### src/rtl/mul_stream_pkg.sv
// Shared FSM state type and default parameter values for the multiply stream engine.
package mul_stream_pkg;

    typedef enum logic [1:0] {
        StIdle,
        StLaunch,
        StWait
    } mul_state_e;

    localparam int unsigned OP_W_DEF       = 64;
    localparam int unsigned LANE_W_DEF     = 4;
    localparam int unsigned OUT_W_DEF      = 8;
    localparam int unsigned OP_DEPTH_DEF   = 4;
    localparam int unsigned PROD_DEPTH_DEF = 8;

endpackage

### src/rtl/mul_stream_engine_fifo.sv
// Synchronous FIFO with occupancy count; DEPTH must be a power of two so pointers wrap naturally.
module sync_fifo #(
    parameter int unsigned WIDTH = 8,
    parameter int unsigned DEPTH = 4,
    localparam int unsigned AW   = $clog2(DEPTH),
    localparam int unsigned CW   = AW + 1
) (
    input  logic             clk,
    input  logic             rst_n,
    input  logic             i_push,
    input  logic             i_pop,
    input  logic [WIDTH-1:0] i_wdata,
    output logic [WIDTH-1:0] o_rdata,
    output logic [CW-1:0]    o_count
);

    logic [WIDTH-1:0] r_mem [DEPTH];
    logic [AW-1:0]    r_wr_ptr;
    logic [AW-1:0]    r_rd_ptr;
    logic [CW-1:0]    r_count;
    logic             w_push;
    logic             w_pop;

    assign w_push  = i_push && (r_count != CW'(DEPTH));
    assign w_pop   = i_pop && (r_count != '0);
    assign o_rdata = r_mem[r_rd_ptr];
    assign o_count = r_count;

    always_ff @(posedge clk or negedge rst_n) begin
        if (!rst_n) begin
            r_wr_ptr <= '0;
            r_rd_ptr <= '0;
            r_count  <= '0;
        end else begin
            if (w_push) r_wr_ptr <= r_wr_ptr + 1'b1;
            if (w_pop)  r_rd_ptr <= r_rd_ptr + 1'b1;
            if (w_push && !w_pop) begin
                r_count <= r_count + 1'b1;
            end else if (!w_push && w_pop) begin
                r_count <= r_count - 1'b1;
            end
        end
    end

    always_ff @(posedge clk) begin
        if (w_push) r_mem[r_wr_ptr] <= i_wdata;
    end

endmodule

### src/rtl/mul_stream_engine.sv
// Assembles lane-serial operand pairs, drives an external multiplier and serialises products.
// Optional MUL_STREAM_CNT_EN adds a wrapping 32-bit product counter output prod_cnt.
module mul_stream_engine
    import mul_stream_pkg::*;
#(
    parameter int unsigned OP_W       = OP_W_DEF,
    parameter int unsigned LANE_W     = LANE_W_DEF,
    parameter int unsigned OUT_W      = OUT_W_DEF,
    parameter int unsigned OP_DEPTH   = OP_DEPTH_DEF,
    parameter int unsigned PROD_DEPTH = PROD_DEPTH_DEF
) (
    input  logic                clk,
    input  logic                rst_n,
    input  logic                in_valid,
    output logic                in_ready,
    input  logic [LANE_W-1:0]   in_a,
    input  logic [LANE_W-1:0]   in_b,
    output logic                mul_start,
    output logic [OP_W-1:0]     mul_a,
    output logic [OP_W-1:0]     mul_b,
    input  logic [2*OP_W-1:0]   mul_p,
    input  logic                mul_done,
    output logic                out_valid,
    input  logic                out_ready,
    output logic [OUT_W-1:0]    out_data,
    output logic                out_last,
    output logic                busy
`ifdef MUL_STREAM_CNT_EN
    ,
    output logic [31:0]         prod_cnt
`endif
);

    localparam int unsigned BEATS  = OP_W / LANE_W;
    localparam int unsigned LCW    = $clog2(BEATS + 1);
    localparam int unsigned CHUNKS = (2 * OP_W) / OUT_W;
    localparam int unsigned CCW    = $clog2(CHUNKS + 1);
    localparam int unsigned OCW    = $clog2(OP_DEPTH) + 1;
    localparam int unsigned PCW    = $clog2(PROD_DEPTH) + 1;

    // Operand assembly
    logic [LCW-1:0]    r_lane_cnt;
    logic [OP_W-1:0]   r_a_sh;
    logic [OP_W-1:0]   r_b_sh;
    logic [OP_W-1:0]   w_a_next;
    logic [OP_W-1:0]   w_b_next;
    logic              w_in_fire;
    logic              w_word_done;
    logic [OCW-1:0]    w_op_cnt;
    logic [2*OP_W-1:0] w_op_head;
    logic              w_op_pop;

    assign in_ready    = rst_n && (w_op_cnt < OCW'(OP_DEPTH));
    assign w_in_fire   = in_valid && in_ready;
    assign w_a_next    = (r_a_sh << LANE_W) | OP_W'(in_a);
    assign w_b_next    = (r_b_sh << LANE_W) | OP_W'(in_b);
    assign w_word_done = w_in_fire && (r_lane_cnt == LCW'(BEATS - 1));

    always_ff @(posedge clk or negedge rst_n) begin
        if (!rst_n) begin
            r_lane_cnt <= '0;
            r_a_sh     <= '0;
            r_b_sh     <= '0;
        end else if (w_in_fire) begin
            r_a_sh     <= w_a_next;
            r_b_sh     <= w_b_next;
            r_lane_cnt <= w_word_done ? '0 : r_lane_cnt + 1'b1;
        end
    end

    sync_fifo #(
        .WIDTH (2 * OP_W),
        .DEPTH (OP_DEPTH)
    ) u_op_fifo (
        .clk     (clk),
        .rst_n   (rst_n),
        .i_push  (w_word_done),
        .i_pop   (w_op_pop),
        .i_wdata ({w_a_next, w_b_next}),
        .o_rdata (w_op_head),
        .o_count (w_op_cnt)
    );

    // Multiplier control
    mul_state_e        r_state;
    mul_state_e        w_state_next;
    logic              r_mul_start;
    logic [OP_W-1:0]   r_mul_a;
    logic [OP_W-1:0]   r_mul_b;
    logic              w_prod_push;
    logic [PCW-1:0]    w_prod_cnt;
    logic [2*OP_W-1:0] w_prod_head;
    logic              w_prod_pop;

    always_comb begin
        w_state_next = r_state;
        w_op_pop     = 1'b0;
        w_prod_push  = 1'b0;
        unique case (r_state)
            StIdle: begin
                // Only launch when the result is guaranteed a product FIFO slot.
                if ((w_op_cnt != '0) && (w_prod_cnt < PCW'(PROD_DEPTH))) begin
                    w_state_next = StLaunch;
                end
            end
            StLaunch: begin
                w_op_pop     = 1'b1;
                w_state_next = StWait;
            end
            StWait: begin
                if (mul_done) begin
                    w_prod_push  = 1'b1;
                    w_state_next = StIdle;
                end
            end
            default: w_state_next = StIdle;
        endcase
    end

    always_ff @(posedge clk or negedge rst_n) begin
        if (!rst_n) begin
            r_state     <= StIdle;
            r_mul_start <= 1'b0;
            r_mul_a     <= '0;
            r_mul_b     <= '0;
        end else begin
            r_state     <= w_state_next;
            r_mul_start <= (r_state == StLaunch);
            if (r_state == StLaunch) begin
                r_mul_a <= w_op_head[2*OP_W-1:OP_W];
                r_mul_b <= w_op_head[OP_W-1:0];
            end
        end
    end

    assign mul_start = r_mul_start;
    assign mul_a     = r_mul_a;
    assign mul_b     = r_mul_b;

    sync_fifo #(
        .WIDTH (2 * OP_W),
        .DEPTH (PROD_DEPTH)
    ) u_prod_fifo (
        .clk     (clk),
        .rst_n   (rst_n),
        .i_push  (w_prod_push),
        .i_pop   (w_prod_pop),
        .i_wdata (mul_p),
        .o_rdata (w_prod_head),
        .o_count (w_prod_cnt)
    );

    // Serialiser
    logic              r_ser_valid;
    logic [2*OP_W-1:0] r_ser_data;
    logic [CCW-1:0]    r_chunk;
    logic              w_out_fire;
    logic              w_last;

    assign w_out_fire = r_ser_valid && out_ready;
    assign w_last     = (r_chunk == CCW'(CHUNKS - 1));
    // Reloading on the final handshake keeps back-to-back products gap-free.
    assign w_prod_pop = (w_prod_cnt != '0) && (!r_ser_valid || (w_out_fire && w_last));

    always_ff @(posedge clk or negedge rst_n) begin
        if (!rst_n) begin
            r_ser_valid <= 1'b0;
            r_ser_data  <= '0;
            r_chunk     <= '0;
        end else if (w_prod_pop) begin
            r_ser_valid <= 1'b1;
            r_ser_data  <= w_prod_head;
            r_chunk     <= '0;
        end else if (w_out_fire) begin
            if (w_last) begin
                r_ser_valid <= 1'b0;
            end else begin
                r_ser_data <= r_ser_data >> OUT_W;
                r_chunk    <= r_chunk + 1'b1;
            end
        end
    end

    assign out_valid = r_ser_valid;
    assign out_data  = r_ser_data[OUT_W-1:0];
    assign out_last  = r_ser_valid && w_last;

    assign busy = (w_op_cnt != '0) || (w_prod_cnt != '0) || (r_lane_cnt != '0) ||
                  (r_state != StIdle) || r_ser_valid;

`ifdef MUL_STREAM_CNT_EN
    logic [31:0] r_prod_cnt;

    always_ff @(posedge clk or negedge rst_n) begin
        if (!rst_n) begin
            r_prod_cnt <= '0;
        end else if (w_prod_push) begin
            r_prod_cnt <= r_prod_cnt + 32'd1;
        end
    end

    assign prod_cnt = r_prod_cnt;
`endif

endmodule

### config.mk
export PLATFORM = sky130hd
export DESIGN_NAME = mul_stream_engine
export DESIGN_NICKNAME = d
export VERILOG_FILES = /design/src/rtl/mul_stream_pkg.sv /design/src/rtl/mul_stream_engine_fifo.sv /design/src/rtl/mul_stream_engine.sv
export SDC_FILE = /design/constraint.sdc
export NUM_CORES = 2
export LEC_CHECK = 0
export BUFFER_PORTS_ARGS = -buffer_cell sky130_fd_sc_hd__clkbuf_2
export CORE_UTILIZATION = 55
export CTS_CLUSTER_DIAMETER = 80
export DETAILED_ROUTE_END_ITERATION = 16
export PLACE_DENSITY = 0.72
export SLEW_MARGIN = 20
export SYNTH_ARGS = -nofsm -noshare
export SYNTH_HDL_FRONTEND = slang
export SYNTH_SLANG_ARGS = --single-unit
export TNS_END_PERCENT = 10
### constraint.sdc
create_clock -name clk -period 14.1 [get_ports clk]
set_input_delay 1.41 -clock clk [delete_from_list [all_inputs] [get_ports clk]]
set_output_delay 1.41 -clock clk [all_outputs]
set_load 0.01 [all_outputs]
==> run summary <==
The run finished with clean final reports. The timing-limited maximum frequency is approximately 220 MHz. The cell area after synthesis came out at between 70000 and 80000 um2. The shortest period the worst path allows is between 4000 and 5000 ps. Detailed placement ended at an HPWL of around 76000 um. For this run, the detailed router's first-pass iteration total came to 6. The root cell of the clock tree is clkbuf_16.

After synthesis the netlist holds a flip-flop and latch count of ~1.9k. The setup slack of the worst register-to-register path is approximately 10000 ps. The share of the Yosys chip area taken by registers is 0.783. The final net count came out at around 4.3k. The die span in x is 364 um. After clock tree synthesis, the setup repair step added 0 buffers. Detailed routing inserted a total of between 30k and 40k vias. The maximum cell stage delay along the critical path is around 760 ps. Traced cell by cell, the critical path runs through buf_8, and3b_4, buf_4, and3_4, buf_4, buf_4. The count of antenna-violating nets left after detailed routing came out at 0. The number of clock sinks seen by CTS is around 1.9k. The number of global-route vias before repair is approximately 36k.

STA classifies the critical path startpoint as a primary input. The net switching power is around 4.0 mW. Data on the critical path arrives at its endpoint at a little under 5000 ps. The clock passes through at most 3 buffers. The critical path's most frequent cell is buf_4.

The H-tree was split into 4 levels. The starting density of the core is 0.555. The clock transition at the registers of the reported paths came out at ~60 ps. The number of clock buffers inserted by TritonCTS came out at 188. The pin count of the biggest net entering global routing came out at between 100 and 150. Tracing the worst setup path back leads to its startpoint at rst_n. The total internal power is ~11 mW. The ratio of cells with drive above 1 in the final layout came out at 0.241.

The die covers ~130000 um2. The sum of overflow across all layers after global routing came out at 0. The critical path contains buffers and inverters numbering 4 combined. The final hold slack is about 470 ps. The net count after synthesis is ~4.0k. The leakage component of the power came out at 29.3 nW. At the pin with the least slew margin, the transition time is around 1000 ps. The maximum fanout along the worst path is 68. The power density over the cells came out at 185 nW/um2.

The synthesized area divided by synthesized cell count is about 19 um2. The number of port buffers came out at 281. The number of failing hold endpoints at the final stage came to 0. The worst path setup slack after routing came out at just under 10000 ps. The tool flagged a number of max-cap violations equal to 0. Of the total power, the clock network draws 0.339.

The post-synthesis to final-layout area growth came out at 13.2%. The detailed-route vias per instance came out at ~6. Grouping stages by cell kind, the critical path spends the most delay in buffers and inverters.

For this block, the routed nets add up to approximately 140000 um of wire. The weighted congestion reported at the end of routability-driven placement came out at 0.731. At the later pin of the worst-skew pair, clock insertion delay measures around 800 ps.

The startpoint identified for the worst register-to-register timing path is u_op_fifo.o_count[2]. After floorplanning, the core was divided into between 100 and 150 placement rows. The number of max-slew violations in the final report came out at 0.

Setup violations remaining at the end of the flow were counted as 0. The Yosys step of the flow raised 0 warnings. The first global-routing pass estimated ~220000 um of wire. The post-placement worst setup slack is 8750 ps. The number of gates resized after CTS came out at 0. The tightest slew margin relative to the limit came out at 0.318. The final routed DRC violation total came out at 0. The count of fill cells added during filler insertion is 8791. The depth of the most critical reg-to-reg path is 5. The critical path ends at u_op_fifo.r_mem[3][116]. The worst IR drop on VDD is ~0.16 mV. The distinct cell type count of the synthesized netlist came out at 44. The share of power burned in combinational logic came out at 0.170. The average wire per standard cell came out at 23.9 um.

The required time of the critical path is around 15000 ps. The sequential share of power came out at 0.491. On the final layout, the worst clock skew is roughly 35 ps. Counting buffers and inverters, the worst setup path is 6 cells deep.

The critical path is of the in2reg type. Setup repair after global routing left no endpoint under its margin. The switching power share of the total came out at 0.265.

The final cycle utilization of the critical path came out at 0.317. The largest individual stage delay along the critical path comes from the cell buf_4. The TritonCTS clock tree is built.

The all-layer global routing usage came out at 0.224. The core area is 130000 um2. The vertical die dimension came out at 364 um. Buffers inserted to repair hold after CTS numbered 0. STA classifies the critical path endpoint as a register. The number of top-level pins is approximately 280.

The synthesized instance count came out at between 3k and 4k. The number of antenna violations at the first check in global routing was 30. The final-layout setup total negative slack is 0 ps. The worst flop-to-flop path endpoint is u_op_fifo.r_mem[3][116]. In this run, the number of DRC markers left after iteration 0 of detailed routing was between 3k and 4k. The min-delay analysis places its worst path in the category reg2reg.
-- flip-flops by register name, indices dropped and copies added, names as in the netlist, 4 cells and up --
signal               flops
mul_a                   64
r_b_sh                  60
r_a_sh                  60
r_chunk                  5
r_lane_cnt               5
u_prod_fifo.o_count      4
r_ser_data             128
u_prod_fifo.r_mem     1024
mul_b                   64
u_op_fifo.r_mem        512
-- synthesized netlist by cell type, drive strengths merged --
cell	count	area [um2]
edfxtp	1536	46100
nand2	771	2890
dfrtp	407	10200
mux4	384	8650
o22ai	241	1510
nor2	125	469
buf	115	742
clkbuf	94	353
o21ai	19	95.1
ha	15	188
inv	14	52.6
mux2i	9	90.1
nor3	9	45.0
xnor2	8	70.1
and3	6	37.5
a21oi	4	23.8
mux2	4	45.0
nand2b	4	25.0
nor3b	4	30.0
or3	4	25.0
xor2	4	35.0
nand3	3	15.0
nand3b	3	22.5
a21o	2	15.0
fa	2	40.0
nor2b	2	12.5
nor4	2	27.5
a2111oi	1	8.76
a211oi	1	12.5
a21bo	1	10.0
a21boi	1	7.51
and2	1	6.26
and3b	1	8.76
nand4	1	6.26
nor4b	1	8.76
o211ai	1	7.51
o221a	1	11.3
o31ai	1	7.51
or4	1	7.51
-- how the worst min path moves through the flow --
stage                          from              end  slack [ps]  cells after the start
finish                    mul_a[54]        mul_a[54]         470                      2
CTS                       mul_b[41]        mul_b[41]         480                      2
detailed placement         mul_b[8]         mul_b[8]         460                      2
global route              mul_a[27]        mul_a[27]         500                      2
global placement          mul_b[38]        mul_b[38]         460                      2
floorplan           r_ser_data[120]  r_ser_data[120]         450                      2
-- power by group through the flow --
stage | clock network [mW] | registers (mW) | logic (mW)
final | 5.11 | 7.41 | 2.57
after global routing | 5.42 | 7.49 | 2.84
after CTS | 5.20 | 7.42 | 2.63
after detailed placement | 0 | 7.53 | 2.61
after global placement | 0 | 7.50 | 2.57
after floorplan | 0 | 7.38 | 1.93
-- worst min-delay path, delay by kind of cell, from the launching register on --
| kind | cells | cell delay, ps |
|---|---|---|
| DFF | 1 | 340 |
| and+or+nand+nor | 2 | 100 |
-- metal layers --
layer | GRT usage | share of wire | up-vias
li1 | - | - | 15400
met1 | 0.298 | 0.40 | 18400
met2 | 0.372 | 0.50 | 1170
met3 | 0.0493 | 0.073 | 239
met4 | 0.0680 | 0.021 | 32
met5 | 0 | 0.0014 | -
-- cells in the final DEF, fill, tap and decap left out, types with 4 or more instances in the layout --
master         n
nand2_1      771
and3_4         4
dfrtp_1      403
buf_12         8
dfrtp_4        4
xor2_1         4
clkbuf_16    191
xnor2_1        8
clkbuf_2     280
mux2i_1        9
inv_1         13
o22ai_1      241
mux2_2         4
edfxtp_1    1536
o21ai_0       19
clkinv_1      21
ha_1          15
clkbuf_8      18
mux4_2       384
clkbuf_1      44
diode_2       10
clkinvlp_4     5
bufinv_16     22
nor3b_2        4
clkinv_2      38
buf_4         42
nor2_1       123
nor3_1         7
-- kinds of logic after synthesis --
logic type                 Yosys count  synth area share
muxes                              397             0.122
AOI/OAI and AO/OA                  273            0.0237
buffers and inverters              223            0.0160
xor gates and xnor gates            12           0.00146
adders and majority gates           17           0.00317
and+or+nand+nor                    938            0.0506
DFF                               1943             0.783
-- metrics by stage --
| step | utilization | instances | cell area (um2) | power [mW] |
|---|---|---|---|---|
| final | 0.628 | 6030 | 81400 | 15.1 |
| after floorplan | - | 3803 | 71900 | 9.31 |
| after detailed placement | 0.579 | 5667 | 75000 | 10.1 |
| after global routing | 0.628 | 6025 | 81400 | 15.7 |
| after CTS | 0.628 | 6020 | 81400 | 15.2 |
| after global placement | 0.579 | 5667 | 75000 | 10.1 |
-- cell type report --
type / instances / area [um2] / area share
flip-flops and latches: 1943 / 56300 / 0.692
repair buffers: 331 / 1890 / 0.0232
clock buffers: 253 / 5190 / 0.0638
multi-input cells: 1637 / 14600 / 0.179
inverters: 14 / 55.1 / 0.000676
diodes: 10 / 25.0 / 0.000307
clock inverters: 100 / 1190 / 0.0146
well taps: 1742 / 2180 / 0.0268
No activity file was read; power rests on OpenSTA's default activity.
